## src/rtl/control_sequencer_if.sv

```systemverilog
// Strobe and IR bundle between the hardwired control sequencer and the Datapath.
// The master modport is the sequencer side; the slave modport is the Datapath side.
interface control_sequencer_if;
    logic [31:0] IR;
    logic        mem_ready;
    logic [15:0] Rin;
    logic [15:0] Rout;
    logic        PCout;
    logic        PCin;
    logic        IncPC;
    logic        MARin;
    logic        MDRin;
    logic        MDRout;
    logic        MDMuxread;
    logic        IRin;
    logic        Yin;
    logic        Zlowin;
    logic        Zhighin;
    logic        Zlowout;
    logic        Zhighout;
    logic        HIin;
    logic        LOin;
    logic [12:0] alu_ctl;
    logic        run;
    logic        illegal;
    logic        mem_timeout;
    logic [3:0]  state;

    modport master (
        input  IR, mem_ready,
        output Rin, Rout, PCout, PCin, IncPC, MARin, MDRin, MDRout, MDMuxread,
               IRin, Yin, Zlowin, Zhighin, Zlowout, Zhighout, HIin, LOin,
               alu_ctl, run, illegal, mem_timeout, state
    );

    modport slave (
        output IR, mem_ready,
        input  Rin, Rout, PCout, PCin, IncPC, MARin, MDRin, MDRout, MDMuxread,
               IRin, Yin, Zlowin, Zhighin, Zlowout, Zhighout, HIin, LOin,
               alu_ctl, run, illegal, mem_timeout, state
    );
endinterface

```

## src/rtl/control_sequencer.sv

```systemverilog
// Hardwired fetch/execute sequencer for three-register ALU instructions (T0..T6).
// Optional single-step gate: define CONTROL_STEP_EN to add the step input and WAIT_STEP.
//
// state     | meaning
// T0   (0)  | PC -> MAR, PC+1 into Z
// T1   (1)  | wait for mem_ready, then Z -> PC and memory -> MDR
// T2   (2)  | MDR -> IR
// T3   (3)  | Rb -> Y (illegal opcode halts here instead)
// T4   (4)  | ALU op on Y and Rc (or Rb for NEG/NOT) into Z
// T5   (5)  | Zlow -> Ra, or Zlow -> LO for MUL/DIV
// T6   (6)  | Zhigh -> HI (MUL/DIV only)
// HALT (7)  | stopped; only clear leaves
// WAIT (8)  | waiting for step (CONTROL_STEP_EN only)
module control_sequencer #(
    parameter int MEM_WAIT_MAX = 15
) (
    input  logic clock,
    input  logic clear,
`ifdef CONTROL_STEP_EN
    input  logic step,
`endif
    control_sequencer_if.master bus
);

    localparam int WW = $clog2(MEM_WAIT_MAX + 1);
    localparam logic [WW-1:0] WAIT_LOAD = WW'(MEM_WAIT_MAX - 1);

    typedef enum logic [3:0] {
        S_T0   = 4'd0,
        S_T1   = 4'd1,
        S_T2   = 4'd2,
        S_T3   = 4'd3,
        S_T4   = 4'd4,
        S_T5   = 4'd5,
        S_T6   = 4'd6,
        S_HALT = 4'd7,
        S_WAIT = 4'd8
    } state_e;

`ifdef CONTROL_STEP_EN
    localparam state_e S_DONE = S_WAIT;
`else
    localparam state_e S_DONE = S_T0;
`endif

    state_e         state_q, state_d;
    logic [WW-1:0]  wait_q, wait_d;
    logic           illegal_q, illegal_d;
    logic           timeout_q, timeout_d;

    logic [4:0]     opcode;
    logic [3:0]     ra, rb, rc;
    logic [12:0]    alu_sel;
    logic           op_legal;
    logic           is_muldiv;
    logic           is_unary;
    logic           unused_ir;

    assign opcode    = bus.IR[31:27];
    assign ra        = bus.IR[26:23];
    assign rb        = bus.IR[22:19];
    assign rc        = bus.IR[18:15];
    assign unused_ir = ^bus.IR[14:0];

    function automatic logic [15:0] onehot16(input logic [3:0] idx);
        return 16'd1 << idx;
    endfunction

    always_comb begin
        alu_sel  = '0;
        op_legal = 1'b1;
        case (opcode)
            5'b00011: alu_sel[0]  = 1'b1;   // ADD
            5'b00100: alu_sel[1]  = 1'b1;   // SUB
            5'b01111: alu_sel[2]  = 1'b1;   // MUL
            5'b10000: alu_sel[3]  = 1'b1;   // DIV
            5'b01010: alu_sel[4]  = 1'b1;   // AND
            5'b01011: alu_sel[5]  = 1'b1;   // OR
            5'b00101: alu_sel[6]  = 1'b1;   // SHR
            5'b00110: alu_sel[7]  = 1'b1;   // SHRA
            5'b00111: alu_sel[8]  = 1'b1;   // SHL
            5'b01000: alu_sel[9]  = 1'b1;   // ROR
            5'b01001: alu_sel[10] = 1'b1;   // ROL
            5'b10001: alu_sel[11] = 1'b1;   // NEG
            5'b10010: alu_sel[12] = 1'b1;   // NOT
            default:  op_legal    = 1'b0;
        endcase
    end

    assign is_muldiv = alu_sel[2] | alu_sel[3];
    assign is_unary  = alu_sel[11] | alu_sel[12];

    always_ff @(posedge clock or posedge clear) begin
        if (clear) begin
            state_q   <= S_T0;
            wait_q    <= '0;
            illegal_q <= 1'b0;
            timeout_q <= 1'b0;
        end else begin
            state_q   <= state_d;
            wait_q    <= wait_d;
            illegal_q <= illegal_d;
            timeout_q <= timeout_d;
        end
    end

    // wait_q counts down the remaining T1 stall budget, armed in T0
    always_comb begin
        state_d   = state_q;
        wait_d    = wait_q;
        illegal_d = illegal_q;
        timeout_d = timeout_q;
        case (state_q)
            S_T0: begin
                state_d = S_T1;
                wait_d  = WAIT_LOAD;
            end
            S_T1: begin
                if (bus.mem_ready) begin
                    state_d = S_T2;
                end else if (wait_q == '0) begin
                    state_d   = S_HALT;
                    timeout_d = 1'b1;
                end else begin
                    wait_d = wait_q - WW'(1);
                end
            end
            S_T2: state_d = is_unary ? S_T4 : S_T3;
            S_T3: begin
                if (op_legal) begin
                    state_d = S_T4;
                end else begin
                    state_d   = S_HALT;
                    illegal_d = 1'b1;
                end
            end
            S_T4: state_d = S_T5;
            S_T5: state_d = is_muldiv ? S_T6 : S_DONE;
            S_T6: state_d = S_DONE;
            S_HALT: state_d = S_HALT;
`ifdef CONTROL_STEP_EN
            S_WAIT: if (step) state_d = S_T0;
`endif
            default: state_d = S_HALT;
        endcase
    end

    always_comb begin
        bus.Rin       = '0;
        bus.Rout      = '0;
        bus.PCout     = 1'b0;
        bus.PCin      = 1'b0;
        bus.IncPC     = 1'b0;
        bus.MARin     = 1'b0;
        bus.MDRin     = 1'b0;
        bus.MDRout    = 1'b0;
        bus.MDMuxread = 1'b0;
        bus.IRin      = 1'b0;
        bus.Yin       = 1'b0;
        bus.Zlowin    = 1'b0;
        bus.Zhighin   = 1'b0;
        bus.Zlowout   = 1'b0;
        bus.Zhighout  = 1'b0;
        bus.HIin      = 1'b0;
        bus.LOin      = 1'b0;
        bus.alu_ctl   = '0;
        bus.run       = 1'b1;
        case (state_q)
            S_T0: begin
                bus.PCout  = 1'b1;
                bus.MARin  = 1'b1;
                bus.IncPC  = 1'b1;
                bus.Zlowin = 1'b1;
            end
            S_T1: begin
                bus.MDMuxread = 1'b1;
                // PC and MDR load only on the accepting cycle so PC moves once
                if (bus.mem_ready) begin
                    bus.Zlowout = 1'b1;
                    bus.PCin    = 1'b1;
                    bus.MDRin   = 1'b1;
                end
            end
            S_T2: begin
                bus.MDRout = 1'b1;
                bus.IRin   = 1'b1;
            end
            S_T3: begin
                if (op_legal) begin
                    bus.Rout = onehot16(rb);
                    bus.Yin  = 1'b1;
                end
            end
            S_T4: begin
                bus.alu_ctl = alu_sel;
                bus.Zlowin  = 1'b1;
                bus.Zhighin = is_muldiv;
                bus.Rout    = onehot16(is_unary ? rb : rc);
            end
            S_T5: begin
                bus.Zlowout = 1'b1;
                if (is_muldiv) bus.LOin = 1'b1;
                else           bus.Rin  = onehot16(ra);
            end
            S_T6: begin
                bus.Zhighout = 1'b1;
                bus.HIin     = 1'b1;
            end
            default: bus.run = 1'b0;
        endcase
    end

    assign bus.illegal     = illegal_q;
    assign bus.mem_timeout = timeout_q;
    assign bus.state       = state_q;

endmodule
```

## src/flat_wrapper.sv

```systemverilog
// flat-port wrapper written by rule: the top's interface ports become plain ports
module control_sequencer_flat 
#(
    parameter int MEM_WAIT_MAX = 15
)
  (clock, clear, bus_IR, bus_mem_ready, bus_Rin, bus_Rout, bus_PCout, bus_PCin, bus_IncPC, bus_MARin, bus_MDRin, bus_MDRout, bus_MDMuxread, bus_IRin, bus_Yin, bus_Zlowin, bus_Zhighin, bus_Zlowout, bus_Zhighout, bus_HIin, bus_LOin, bus_alu_ctl, bus_run, bus_illegal, bus_mem_timeout, bus_state);
  control_sequencer_if bus_i ();
  input  logic clock;
  input  logic clear;
  input wire logic [$bits(bus_i.IR)-1:0] bus_IR;
  input wire logic [$bits(bus_i.mem_ready)-1:0] bus_mem_ready;
  output wire logic [$bits(bus_i.Rin)-1:0] bus_Rin;
  output wire logic [$bits(bus_i.Rout)-1:0] bus_Rout;
  output wire logic [$bits(bus_i.PCout)-1:0] bus_PCout;
  output wire logic [$bits(bus_i.PCin)-1:0] bus_PCin;
  output wire logic [$bits(bus_i.IncPC)-1:0] bus_IncPC;
  output wire logic [$bits(bus_i.MARin)-1:0] bus_MARin;
  output wire logic [$bits(bus_i.MDRin)-1:0] bus_MDRin;
  output wire logic [$bits(bus_i.MDRout)-1:0] bus_MDRout;
  output wire logic [$bits(bus_i.MDMuxread)-1:0] bus_MDMuxread;
  output wire logic [$bits(bus_i.IRin)-1:0] bus_IRin;
  output wire logic [$bits(bus_i.Yin)-1:0] bus_Yin;
  output wire logic [$bits(bus_i.Zlowin)-1:0] bus_Zlowin;
  output wire logic [$bits(bus_i.Zhighin)-1:0] bus_Zhighin;
  output wire logic [$bits(bus_i.Zlowout)-1:0] bus_Zlowout;
  output wire logic [$bits(bus_i.Zhighout)-1:0] bus_Zhighout;
  output wire logic [$bits(bus_i.HIin)-1:0] bus_HIin;
  output wire logic [$bits(bus_i.LOin)-1:0] bus_LOin;
  output wire logic [$bits(bus_i.alu_ctl)-1:0] bus_alu_ctl;
  output wire logic [$bits(bus_i.run)-1:0] bus_run;
  output wire logic [$bits(bus_i.illegal)-1:0] bus_illegal;
  output wire logic [$bits(bus_i.mem_timeout)-1:0] bus_mem_timeout;
  output wire logic [$bits(bus_i.state)-1:0] bus_state;
  assign bus_i.IR = bus_IR;
  assign bus_i.mem_ready = bus_mem_ready;
  assign bus_Rin = bus_i.Rin;
  assign bus_Rout = bus_i.Rout;
  assign bus_PCout = bus_i.PCout;
  assign bus_PCin = bus_i.PCin;
  assign bus_IncPC = bus_i.IncPC;
  assign bus_MARin = bus_i.MARin;
  assign bus_MDRin = bus_i.MDRin;
  assign bus_MDRout = bus_i.MDRout;
  assign bus_MDMuxread = bus_i.MDMuxread;
  assign bus_IRin = bus_i.IRin;
  assign bus_Yin = bus_i.Yin;
  assign bus_Zlowin = bus_i.Zlowin;
  assign bus_Zhighin = bus_i.Zhighin;
  assign bus_Zlowout = bus_i.Zlowout;
  assign bus_Zhighout = bus_i.Zhighout;
  assign bus_HIin = bus_i.HIin;
  assign bus_LOin = bus_i.LOin;
  assign bus_alu_ctl = bus_i.alu_ctl;
  assign bus_run = bus_i.run;
  assign bus_illegal = bus_i.illegal;
  assign bus_mem_timeout = bus_i.mem_timeout;
  assign bus_state = bus_i.state;
  control_sequencer #(.MEM_WAIT_MAX(MEM_WAIT_MAX)) u_core (.clock(clock), .clear(clear), .bus(bus_i));
endmodule
```

## config.mk

```make
export PLATFORM = sky130hd
export DESIGN_NAME = control_sequencer_flat
export DESIGN_NICKNAME = d
export VERILOG_FILES = /design/src/rtl/control_sequencer_if.sv /design/src/rtl/control_sequencer.sv /design/src/flat_wrapper.sv
export SDC_FILE = /design/constraint.sdc
export NUM_CORES = 1
export LEC_CHECK = 0
export CAP_MARGIN = 20
export CORE_MARGIN = 3
export CORE_UTILIZATION = 37
export DETAILED_ROUTE_END_ITERATION = 6
export PLACE_DENSITY = 0.95
export SETUP_SLACK_MARGIN = 0.05
export SLEW_MARGIN = 5
export SYNTH_ARGS = -nofsm -noshare
export SYNTH_HDL_FRONTEND = slang
export SYNTH_SLANG_ARGS = --single-unit
```

## constraint.sdc

```tcl
create_clock -name clock -period 7.6 [get_ports clock]
set_clock_uncertainty 0.05 [all_clocks]
set_input_delay 2.28 -clock clock [delete_from_list [all_inputs] [get_ports clock]]
set_output_delay 2.28 -clock clock [all_outputs]
set_load 0.02 [all_outputs]
```

# Word level (Yosys, flattened, before mapping)
# Cells that the tools add are included.
# totals
ff_bits,10
out_inout_bits,67
inputBits,35
elab_cells,86
# op_classes
shifts,3
n_reduce_logical,9
n_mux,43
bitwise_logic,4
eq_ne,22
n_addsub,1
# op_table
operator,count
$mux 16,3
$shl 1x4->16 const A,3
$pmux 16 s2,1
$pmux 4 s7,1
$mux 1,27
$eq 5x4->1 const B,5
$eq 5x3->1 const B,4
$mux 4,5
$eq 5x5->1 const B,3
$mux 13,1
$reduce_or 13->1,1
$eq 4x3->1 const B,3
$eq 4x2->1 const B,2
$logic_not 4->1,2
$pmux 4 s2,1
$reduce_or 7->1,1
$mux 3,2
$reduce_and 3->1,2
$eq 5x2->1 const B,1
$eq 4x1->1 const B,1
$ne 2x2->1 const B,2
$sub 4x1->4 const B,1
$ne 3x2->1 const B,1
$mux 2,1
other kinds (6),8

# Logic depth before layout (Yosys ltp)
# logic_depth
depth_word,6
ltp_mapped,7
mapped_depth_nobuf,7

# Worst setup path after synthesis
# OpenSTA, ideal clock, no wires.
# synth_path
path_kind,input port to output port
startpoint,input bus_IR[29]
endpoint,output bus_LOin
required_ns,5.270
arrival_ns,3.592
slack_ns,1.678
stages,4
path_buffers,1
path_cell_list,buf_6 or3b_4 o32a_4 nor3_1
# synth_via
elab_chain_len,5
# synth_lines
item,line_no,text
start: declaration,flat_wrapper.sv:10,input wire logic [$bits(bus_i.IR)-1:0] bus_IR;
$eq 5x4->1 / $eq 5x5->1 (equally long branches),control_sequencer.sv:72,case (opcode)
$mux 1,control_sequencer.sv:72,
$or 1x1->1 (*),control_sequencer.sv:90,assign is_muldiv = alu_sel[2] | alu_sel[3];
$mux 1 (*),control_sequencer.sv:202,if (is_muldiv) bus.LOin = 1'b1;
$mux 1 (*),control_sequencer.sv:168,case (state_q)
end: declaration,flat_wrapper.sv:28,output wire logic [$bits(bus_i.LOin)-1:0] bus_LOin;
# Mark *: on every way between the ends. The rest lies on a longest branch, timed or not.

# Final worst setup path
# layout_path
startpoint,input bus_IR[31]
endpoint,output bus_Rin[10]
# layout_via
elab_chain_len,5
# layout_lines
item,line_no,text
$eq 5x4->1 / $eq 5x5->1 (equally long branches),control_sequencer.sv:72,
$mux 1,control_sequencer.sv:72,
$or 1x1->1 (*),control_sequencer.sv:90,
$mux 16 (*),control_sequencer.sv:202,
$mux 16 (*),control_sequencer.sv:168,
end: declaration,flat_wrapper.sv:12,output wire logic [$bits(bus_i.Rin)-1:0] bus_Rin;
# Marked as above.

==> summary.txt <==
Die
  – Core Region: ~3400 sq um
  – Site row count: 21
  – Die W: about 67 um
  – Top Ports: just over 100
  – DIE AREA: ~4500 sq um
  – Initial core utilization: around two fifths
  – Die height: approximately 67 um

Clock network
  – Clk buf depth: 2
  – Post_cts resized: 0
  – Clk_lat worst skew: 0.23 ns
  – Hold buffers post-CTS: 0
  – Clock Sinks: 9
  – Root Driver: clkbuf_8
  – H-tree depth: 1
  – Post CTS Setup Buffer Count: 0
  – CTS clk-pin slew, worst paths: approximately 0.040 ns
  – CTS tree: yes
  – CTS buffer count: 3

Synth
  – XOR/XNOR Fraction of Synth Area: between 1 and 1.5%
  – Post-synthesis mux area share: less than 1%
  – Post-synthesis adder-cell area fraction: 0.916%
  – Mapped cell area: 1370 sq um
  – Syn Nets: ~240
  – Simple-Gate Fraction of Synth Area: 48.9%
  – Synth Register Bits: 9
  – Cells after Synth: between 200 and 250
  – Top_reg_cell synth: dfrtp_1
  – Synthesized area per cell: roughly 6.6 sq um
  – Post-synthesis compound-gate area fraction: between 20 and 25%
  – Async SR Flop Fraction: between 90% and 100%
  – Sequential area share after synthesis: about 16%
  – Netlist cell types: 49
  – Warnings, synthesis: 0
  – Post-synth EDFFs: 0
  – Largest family of logic cells by synthesized area: simple AND/OR/NAND/NOR gates

Timing
  – Max-slew headroom: 50.3%
  – Tcrit/Tclk final: 92.9%
  – Final min period: a little over 7 ns
  – Final Max Slew Viols: 0
  – Fmax: 142 MHz
  – Slew @ Worst Pin: between 0.7 and 0.8 ns
  – Setup TNS: 0 ns
  – WHS: 0.408 ns
  – Setup violators final: 0
  – Final worst slack: about 0.54 ns
  – RSZ-0062 raised after global routing: no
  – Final hold violations: 0

Job
  – Max-cap violations: 0

Pwr
  – Maximum vdd drop: a little under 0.09 mV
  – Pleak: about 0.74 nW
  – PwrDens: 212 nW/um^2

Critical path
  – Reg-to-Reg Start: u_core.wait_q[0]
  – CP max FO: 15
  – CP required: roughly 5.3 ns
  – Critical Path AT: about 4.7 ns
  – Crit-path slowest cell: clkdlybuf4s50_1
  – Flop2flop setup slack: roughly 5.7 ns
  – Crit start category: input port
  – Reg-to-Reg End: u_core.bus.state[1]
  – Crit Path Class: in -> out
  – R2R depth: 7
  – CP max stage delay: 0.76 ns
  – Worst path cell trace: clkdlybuf4s50_1, or3b_4, o32ai_1, nor3_1, nand3_1, nor3_1, clkdlybuf4s50_1
  – Setup crit end kind: output port

GRT
  – Vias in the first global route: around 1,600
  – First-pass GRT wire length: 7070 um
  – Pin count of the biggest net entering global routing: 18
  – Initial antenna violation count: 0
  – Overflow after GRT: 0
  – Global Route Usage Sum: between 10% and 20%

Final layout
  – Fin cells: around 330
  – # fillers: 300
  – Area growth, synth to finish: 62.0%
  – Ant. Diodes: 0
  – Layout cells sized above 1: under 10%
  – Nets: 316

Hold path
  – Hold crit path type: reg -> reg
  – Hold Crit Depth: 1
  – Hold Crit Start: u_core.bus.mem_timeout
  – Hold Path Sink: u_core.bus.mem_timeout

Detailed routing
  – Initial DRC count: 79
  – Routed WL per cell: 13.1 um
  – Pre-antenna DRT Iters: 5
  – Via density: between 5 and 6
  – Via count: 1,725
  – Post-route DRC violation count: 0
  – Antenna viol nets, final: 0
  – DRT Wirelength: about 4300 um

Outcome
  – Status: finished clean

Placed design
  – Gp weighted congestion: approximately 0.83
  – Pre-CTS WS: 0.542 ns
  – Detail Placement HPWL: about 3400 um
  – Port Buffers: between 80 and 90
  – Placed Instances: between 300 and 400
[cells in the mapped netlist (2+ instances only)]
cell / count / area (sq um)
a21oi_1: 5 / 25.0
nand2b_1: 6 / 37.5
nor2_1: 28 / 105
o2bb2ai_1: 4 / 35.0
o21ai_1: 7 / 35.0
buf_4: 7 / 52.6
nor4_1: 4 / 25.0
nor4b_2: 2 / 30.0
nor3b_1: 3 / 22.5
o21a_1: 2 / 15.0
buf_6: 2 / 22.5
buf_2: 4 / 20.0
and2_1: 3 / 18.8
or3_1: 2 / 12.5
nor3_1: 13 / 65.1
o21ai_0: 7 / 35.0
nand3_1: 9 / 45.0
clkbuf_1: 3 / 11.3
nand4_1: 2 / 12.5
nand2_1: 40 / 150
dfrtp_1: 9 / 225
nand3b_1: 2 / 15.0
xor2_1: 2 / 17.5
inv_1: 6 / 22.5
nor2b_1: 10 / 62.6
[sequential cells by signal, indices dropped and copies added, names as in the netlist]
signal,cells
u_core.bus.illegal,1
u_core.wait_q,4
u_core.bus.state,3
u_core.bus.mem_timeout,1
[worst max-delay path, delay by kind of cell]
family / cells / cell delay, ns
AOI/OAI and AO/OA: 1 / 0.31
buffers and inverters: 2 / 1.31
and+or+nand+nor: 4 / 0.81
[cells in the final DEF (no fill, tap or decap), types with 2 or more instances in the layout]
| cell type | synthesis | layout |
|---|---|---|
| nor2b_1 | 10 | 10 |
| xor2_1 | 2 | 2 |
| a21oi_1 | 5 | 5 |
| nand4_1 | 2 | 2 |
| o2bb2ai_1 | 4 | 4 |
| or3_1 | 2 | 2 |
| o21a_1 | 2 | 2 |
| nor2_1 | 28 | 28 |
| clkbuf_8 | 0 | 3 |
| clkdlybuf4s50_1 | 0 | 85 |
| nor3b_1 | 3 | 3 |
| nand2_1 | 40 | 40 |
| dfrtp_1 | 9 | 9 |
| o21ai_0 | 7 | 7 |
| nand2b_1 | 6 | 6 |
| nand3b_1 | 2 | 2 |
| nand3_1 | 9 | 9 |
| nor4b_2 | 2 | 2 |
| inv_1 | 6 | 6 |
| o21ai_1 | 7 | 7 |
| and2_1 | 3 | 3 |
| nor4_1 | 4 | 4 |
| nor3_1 | 13 | 13 |
[power by group]
group / switching (W) / internal [W]
clock network: 0.0000199 / 0.0000366
registers: 0.0000405 / 0.0000641
logic: 0.000166 / 0.000141
[worst max path at each step]
stage | startpoint | end | cells after the start
finish | bus_IR[31] | bus_Rin[10] | 7
global route | bus_IR[31] | bus_Rin[8] | 7
CTS | bus_IR[31] | bus_Rin[10] | 7
detailed placement | bus_IR[31] | bus_Rin[10] | 7
global placement | bus_IR[31] | bus_Rin[10] | 7
floorplan | bus_IR[29] | bus_LOin | 4
[stage by stage]
| stage | total power (W) | area (sq um) | util (%) |
|---|---|---|---|
| 2_1_floorplan | 0.000306 | 1370 | - |
| 3_3_place_gp | 0.000406 | 2170 | 63.0 |
| 3_5_place_dp | 0.000413 | 2170 | 63.0 |
| 4_1_cts | 0.000470 | 2210 | 64.3 |
| 5_1_grt | 0.000504 | 2210 | 64.3 |
| 6_report | 0.000468 | 2210 | 64.3 |
[metal layers]
layer	GRT usage [%]	vias up	part of all wire (%)
li1	-	860	-
met1	23.2	751	40
met2	34.4	105	47
met3	5.06	9	11
met4	8.12	0	2.0
met5	0	-	0
[final cells by class]
cell class,instances,area [sq um],area share [%]
Timing Repair Buffer,85,851,38.4
Sequential cell,9,225,10.2
Multi-Input combinational cell,175,1010,45.7
Clock buffer,4,45.0,2.04
Inverter,6,22.5,1.02
Tap cell,46,57.6,2.60
[cell families after synthesis]
group,count (synthesis)
fa+ha+maj,1
other cells,1
buf+inv,22
mux,1
flops,9
simple gates,131
xor+xnor,2
compound gates,39
Power figures use the tool's default switching activity.
